==> src/rtl/alu_serial_sequencer.sv <==
// Digit-serial ALU sequencer: accepts one operation, streams the operands
// LSB-first through DIGIT chained ALU cells per cycle, then presents the
// registered result, carry and zero flag until the consumer accepts it.
//
// state | meaning
// ------+------------------------------------------------------------------
// IDLE  | ready for a new request (in_ready=1)
// RUN   | one digit per cycle through the cell chain; counter hits 0 on last
// DONE  | first cycle captures outputs; then out_valid=1 until out_ready
module alu_serial_sequencer #(
    parameter int WIDTH = 32,
    parameter int DIGIT = 1
) (
    input  logic             clk,
    input  logic             rstn,
    input  logic             in_valid,
    output logic             in_ready,
    input  logic [2:0]       in_op,
    input  logic [WIDTH-1:0] in_a,
    input  logic [WIDTH-1:0] in_b,
    input  logic             flush,
    output logic             out_valid,
    input  logic             out_ready,
    output logic [WIDTH-1:0] out_result,
    output logic             out_carry,
    output logic             out_zero,
    output logic             busy
);

    localparam int NDIG = WIDTH / DIGIT;
    localparam int CW   = (NDIG > 1) ? $clog2(NDIG) : 1;

    if ((DIGIT < 1) || ((WIDTH % DIGIT) != 0)) begin : gBadDigit
        $error("alu_serial_sequencer: DIGIT must divide WIDTH");
    end

    typedef enum logic [1:0] {IDLE, RUN, DONE} stateT;

    stateT            state, nextState;
    logic             accept;
    logic             capture;
    logic [WIDTH-1:0] opA, opB, result;
    logic             carryReg;
    logic [CW-1:0]    digitCnt;
    logic             invA, invB, orSel, flood, arith;
    logic [DIGIT-1:0] cellOut;
    logic             cellCarry;
    logic             outValidReg;
    logic [WIDTH-1:0] outResultReg;
    logic             outCarryReg, outZeroReg;
    logic [4:0]       decoded;

    // Control word {!A, !B, Cin, Or, FloodCarry}; don't-care Cin is 0.
    function automatic logic [4:0] decodeOp(input logic [2:0] op);
        case (op)
            3'd0:    return 5'b00000;
            3'd1:    return 5'b01100;
            3'd2:    return 5'b11011;
            3'd3:    return 5'b11010;
            3'd4:    return 5'b00010;
            3'd5:    return 5'b00011;
            3'd6:    return 5'b01001;
            default: return 5'b00001;
        endcase
    endfunction

    assign decoded = decodeOp(in_op);

    // State register.
    always_ff @(posedge clk or negedge rstn) begin
        if (!rstn) state <= IDLE;
        else       state <= nextState;
    end

    // Next-state and handshake decode; flush overrides every transition.
    always_comb begin
        nextState = state;
        accept    = 1'b0;
        capture   = 1'b0;
        in_ready  = 1'b0;
        busy      = (state != IDLE);
        case (state)
            IDLE: begin
                in_ready = 1'b1;
                if (in_valid && !flush) begin
                    accept    = 1'b1;
                    nextState = RUN;
                end
            end
            RUN: begin
                if (digitCnt == '0) nextState = DONE;
            end
            DONE: begin
                if (!outValidReg) capture = !flush;
                else if (out_ready) nextState = IDLE;
            end
            default: nextState = IDLE;
        endcase
        if (flush) nextState = IDLE;
    end

    // Chain of DIGIT cells fed from the carry register.
    always_comb begin
        logic c, aa, bb, ci;
        c       = carryReg;
        aa      = 1'b0;
        bb      = 1'b0;
        ci      = 1'b0;
        cellOut = '0;
        for (int i = 0; i < DIGIT; i++) begin
            aa         = opA[i] ^ invA;
            bb         = opB[i] ^ invB;
            ci         = flood | c;
            cellOut[i] = orSel ? ((aa | bb) ^ flood) : (aa ^ bb ^ ci);
            c          = (aa & bb) | (c & (aa ^ bb));
        end
        cellCarry = c;
    end

    // Operand/result shifters, carry register and down-counting digit timer.
    always_ff @(posedge clk or negedge rstn) begin
        if (!rstn) begin
            opA      <= '0;
            opB      <= '0;
            result   <= '0;
            carryReg <= 1'b0;
            digitCnt <= '0;
            invA     <= 1'b0;
            invB     <= 1'b0;
            orSel    <= 1'b0;
            flood    <= 1'b0;
            arith    <= 1'b0;
        end else if (accept) begin
            opA      <= in_a;
            opB      <= in_b;
            invA     <= decoded[4];
            invB     <= decoded[3];
            carryReg <= decoded[2];
            orSel    <= decoded[1];
            flood    <= decoded[0];
            arith    <= (in_op <= 3'd1);
            digitCnt <= CW'(NDIG - 1);
        end else if (state == RUN) begin
            opA      <= opA >> DIGIT;
            opB      <= opB >> DIGIT;
            result   <= WIDTH'({cellOut, result} >> DIGIT);
            carryReg <= cellCarry;
            if (digitCnt != '0) digitCnt <= digitCnt - 1'b1;
        end
    end

    // Output holding registers; stable while out_valid waits for out_ready.
    always_ff @(posedge clk or negedge rstn) begin
        if (!rstn) begin
            outValidReg  <= 1'b0;
            outResultReg <= '0;
            outCarryReg  <= 1'b0;
            outZeroReg   <= 1'b0;
        end else if (flush || (state == DONE && outValidReg && out_ready)) begin
            outValidReg <= 1'b0;
        end else if (capture) begin
            outValidReg  <= 1'b1;
            outResultReg <= result;
            outCarryReg  <= carryReg & arith;
            outZeroReg   <= (result == '0);
        end
    end

    assign out_valid  = outValidReg;
    assign out_result = outResultReg;
    assign out_carry  = outCarryReg;
    assign out_zero   = outZeroReg;

endmodule

==> config.mk <==
export PLATFORM = sky130hd
export DESIGN_NAME = alu_serial_sequencer
export DESIGN_NICKNAME = d
export VERILOG_FILES = /design/src/rtl/alu_serial_sequencer.sv
export SDC_FILE = /design/constraint.sdc
export NUM_CORES = 1
export LEC_CHECK = 0
export ABC_AREA = 1
export CAP_MARGIN = 30
export CORE_ASPECT_RATIO = 0.8
export CORE_MARGIN = 10
export CORE_UTILIZATION = 48
export DETAILED_ROUTE_END_ITERATION = 10
export PLACE_DENSITY = 0.84
export SYNTH_ARGS = -nofsm -noshare
export SYNTH_HDL_FRONTEND = slang
export SYNTH_SLANG_ARGS = --single-unit
==> constraint.sdc <==
create_clock -name clk -period 1.35 [get_ports clk]
set_input_delay 0.135 -clock clk [delete_from_list [all_inputs] [get_ports clk]]
set_output_delay 0.135 -clock clk [all_outputs]
set_load 0.03 [all_outputs]
Yosys cells after proc, flatten, opt, wreduce, memory -nomap -nowiden
Cells that the tools add are included.
Widths: inputs -> output; s select.
- output and inout port bits: 37
- input bits: 72
- flip-flop bits (word level): 144
- reduce and logical (&&, ||, !) cells: 18
- bitwise gates (word level): 13
- add/subtract/negate cells: 1
- equal/unequal tests: 12
- muxes and demuxes: 24
- magnitude comparators: 1
- operators with widths (operator ; count):
    $mux 32 ; 4
    $pmux 5 s7 ; 1
    $logic_not 32->1 ; 1
    $mux 5 ; 3
    $ne 3x3->1 const B ; 4
    $mux 1 ; 10
    $mux 2 ; 5
    $eq 3x3->1 const B ; 3
    $reduce_bool 2->1 ; 4
    $eq 3x2->1 const B ; 2
    $pmux 2 s3 ; 1
    $reduce_and 2->1 ; 3
    $logic_not 5->1 ; 1
    $reduce_bool 5->1 ; 1
    $sub 5x1->5 const B ; 1
    $xor 1x1->1 ; 5
    $reduce_and 4->1 ; 1
    $and 1x1->1 ; 3
    $eq 3x1->1 const B ; 1
    $le 3x1->1 const B ; 1
    $logic_and 1x1->1 ; 3
    $logic_not 3->1 ; 1
    $or 1x1->1 ; 3
    $eq 2x1->1 const B ; 1
    5 further kinds ; 6

Logic depth before layout (Yosys ltp)
Gate-level depths: netlist of the first run.
- word-level depth: 6
- mapped depth: 8
- depth with buffers taken out: 7

Worst setup path after synthesis of the first run
No wires, ideal clock.
- path type: reg-to-reg
- start: register state[0]
- end: register opA[22]
- required time: 1228 ps
- clock period less this slack: 1447 ps
- stages on the path, launching flop included: 7
- setup time: 122 ps
- path buffers: 2
- slack: -97 ps
- arrival time: 1324 ps
- path through: dfrtp_1 > nor2_4 > nand3_4 > buf_6 > buf_6 > o21ai_2 > o21ai_2
- longest elaborated chain between the ends: 3
- ends and longest elaborated chain (item ; line ; RTL):
    start, declared ; 39 ; stateT state, nextState;
    start signal, assigned ; 72 ; else state <= nextState;
    $logic_not 2->1 ; 82 ; case (state)
    $mux 1 ; 82 ;
    $mux 32 or $reduce_bool 2->1 (tied branches) ; - ;
    end signal, assigned ; 134 ; opA <= in_a;
    end signal, assigned ; 144 ; opA <= opA >> DIGIT;
    end, declared ; 42 ; logic [WIDTH-1:0] opA, opB, result;
Several ways; a longest one is shown, not always the timed one.
A chain may end at the register's enable or synchronous reset.

Worst setup path in the final report of the first run
- start: register state[0]
- end: register outResultReg[29] (netlist: out_result[29])
- longest elaborated chain between the ends: 6
- ends and longest elaborated chain (item ; line ; RTL):
    $eq 2x2->1 * ; 82, 159 ;
    $logic_and 1x1->1 (2 in series) ; 159 ; end else if (flush || (state == DONE && outValidReg && out_ready)) begin
    $logic_or 1x1->1 ; 159 ;
    $not 1->1 (no source line) ; - ;
    $reduce_and 2->1 (no source line) * ; - ;
    end signal, assigned ; 163 ; outResultReg <= result;
    end, declared ; 49 ; logic [WIDTH-1:0] outResultReg;
Mark *: on every way between the ends. The rest lies on a longest branch, timed or not.

==> results of run 1 <==
cell type report:
cell class              instances  share of cell area
multi-input cells             427              0.2630
flip-flops and latches        144              0.3831
inverters                     109             0.04560
well taps                     175             0.02327
repair inverters                1           0.0009306
clock buffers                  18             0.04560
repair buffers                171              0.2158
clock inverters                11             0.02273
per-layer routing:
layer  vias up  wire (µm)  global-route usage
met5         -          0                   0
li1       2650          -                   -
met2       178       9043              0.2682
met3        21       1067             0.04386
met1      2735       7981              0.2183
met4         0        274             0.06364
where the power goes:
group | internal, mW | leakage [nW] | switching, mW
clock | 3.43 | 0.308 | 1.79
combinational | 2.97 | 2.27 | 3.98
sequential | 5.79 | 1.84 | 0.674
final timing paths:
path	startpoint	cells past startpoint	to	slack, ns
max in group asynchronous	rstn	3	out_result[11]	0.61
max reg2reg	state[0]	6	out_result[29]	-0.16
min reg2reg	out_result[26]	2	out_result[26]	0.48
max	state[0]	6	out_result[29]	-0.16
min	rstn	2	opA[10]	0.19
min in group clk	in_b[31]	3	opB[31]	0.28
logic make-up after synthesis:
kind of cell / Yosys count
compound gates: 264
simple gates: 152
buf+inv: 151
flops: 144
fa+ha+maj: 5
xor+xnor: 3
flip-flops by register name (all words and copies together) (netlist names):
name	cells
opA	32
opB	32
out_result	32
result	32
digitCnt	5
state	2
arith	1
carryReg	1
flood	1
invA	1
invB	1
orSel	1
out_carry	1
out_valid	1
out_zero	1
repair_timing:
item | 4_1_cts | 5_1_grt
pin swaps | 3 | 9
endpoints found under the hold margin | 144 | 0
gates cloned | 2 | 22
hold buffers | 1 | 0
resized for setup | 63 | 113
endpoints found under the setup margin | 60 | 118
setup buffers | 7 | 8
through the flow:
step	setup slack, ns	utilization	instance area, µm²	instances	TNS, ns
4_1_cts	-0.07106	0.6626	8620	1028	-0.6409
5_1_grt	-0.1970	0.7235	9412	1056	-12.09
3_3_place_gp	-0.1825	0.6005	7811	989	-9.023
2_1_floorplan	-0.05618	-	6457	719	-2.341
6_report	-0.1632	0.7235	9412	1056	-8.058
3_5_place_dp	-0.2253	0.6005	7811	989	-13.39
synthesized netlist by cell type (all sizes together):
cell type  count  area share
o21ai        255        0.21
dfrtp        144        0.56
inv          109       0.064
nand2        106       0.063
buf           30       0.036
nor2          28       0.018
nand3         13       0.013
clkbuf        12      0.0070
ha             5      0.0097
a21oi          2      0.0016
a31oi          2      0.0019
nand4          2      0.0019
o211ai         2      0.0023
or2            2      0.0019
xor2           2      0.0027
a21o           1      0.0012
nor3           1     0.00077
o21bai         1      0.0012
o221ai         1      0.0014
xnor2          1      0.0014
==> qor.yml, run 1 <==
slew_violations: 0
die_h_um: 123.7
grtUsageTotal: 0.1685
synthesis.area_mm2: 0.006457
synth-simple-area-share: 0.09804
syn_inst: 719
chipWidth_um: 149.7
num_rows: 37
p_leak_nw: 4.411
cpPeakStageDelay_ns: 0.43
htreeDepth: 4
crit_type: "reg -> reg"
grt_antenna_before_repair: 0
overflow: 0
dpl.hpwl_mm: 9.888
ant_nets: 0
clockBufferDepth: 2
synth_top_family_by_area: "compound AO/OA/AOI/OAI gates"
diodes: 0
clk_pin_slew_ns: 0.06
crit_chain: "buf_4, buf_4, nor2_4, nand2_4, clkbuf_16, o21ai_0"
fin_nets: 948
violations: "negative setup slack"
finalCriticalPeriod_ns: 1.513
p_per_area_mw_per_mm2: 1980
start_util: 0.4964
firstDrtPassIters: 5
cp_common_cell: "buf_4"
area_growth_pct: 45.75
max_cap_violations: 0
numCtsBuffers: 17
ys_seq_elements: 144
period_share: 1.121
core_mm2: 0.01301
seqCellArea_mm2: 0.003606
synth.area.mux_share: 0
final_common_cell: "dfrtp_1"
synth.distinct_cells: 31
start_kind: "flop"
die_area_mm2: 0.01852
crit_buf_inv: 3
synth.yosys.warnings: 0
cp_top_family: "buffers and inverters"
synth-compound-area-share: 0.2234
setup_viol: 112
synth_seq_area_share: 0.5580
drive_gt1_frac: 0.2145
cts_root_buf: "clkbuf_16"
end_kind: "flop"
worstMarginPinSlew_ns: 0.3783
syn_nets: 796
arrival_ns: 1.83
ir_drop_v: 0.001125
fin_ws_ns: -0.1632
clock_latency_ns: 0.42
outcome: "finished with violations"
cp_max_fo: 23
gp_congestion: 0.8204
ios: 109
tritoncts: "yes"
hold_violations: 0
fillers: 924
viasPerCell: 5.288
timing.fmax_ghz: 0.6608
drcViolationCount: 0
grt_pass1_vias: 5207
drtIter0Drc: 405
layout_common_cells: "dfrtp_1 (142), o21ai_1 (125), inv_1 (104)"
total_power_mw: 18.64
critPathRequiredTime_ns: 1.67
fin_skew_ns: 0.008982
crit_slowest_cell: "dfrtp_2"
synth_fa_ha_area_frac: 0.009688
synth_xor_area_frac: 0.004069
routed_wl_mm: 18.37
multi_input_area_mm2: 0.002475
grt_pass1_wl_mm: 25.38
hold_path.class: "in -> async"
wl_per_cell_um: 17.39
dr_total_vias: 5584
holdWs_ns: 0.1903
cts.sinks: 144
slew_headroom: 0.7478
rsz0062_at_grt: "yes"
grt_max_degree: 48
syn_area_per_cell_um2: 8.981
io_buffers: 108
(Power assumes the default switching activity.)
==> run 2, diff against run 1 <==
--- a/config.mk
+++ b/config.mk
@@ -10,6 +10,7 @@
 export CORE_ASPECT_RATIO = 0.8
 export CORE_MARGIN = 10
 export CORE_UTILIZATION = 48
+export CTS_CLUSTER_SIZE = 10
 export DETAILED_ROUTE_END_ITERATION = 10
 export PLACE_DENSITY = 0.84
 export SYNTH_ARGS = -nofsm -noshare
==> results of run 2 <==
No change in the layout: final DEF, timing and power equal those of run 1.
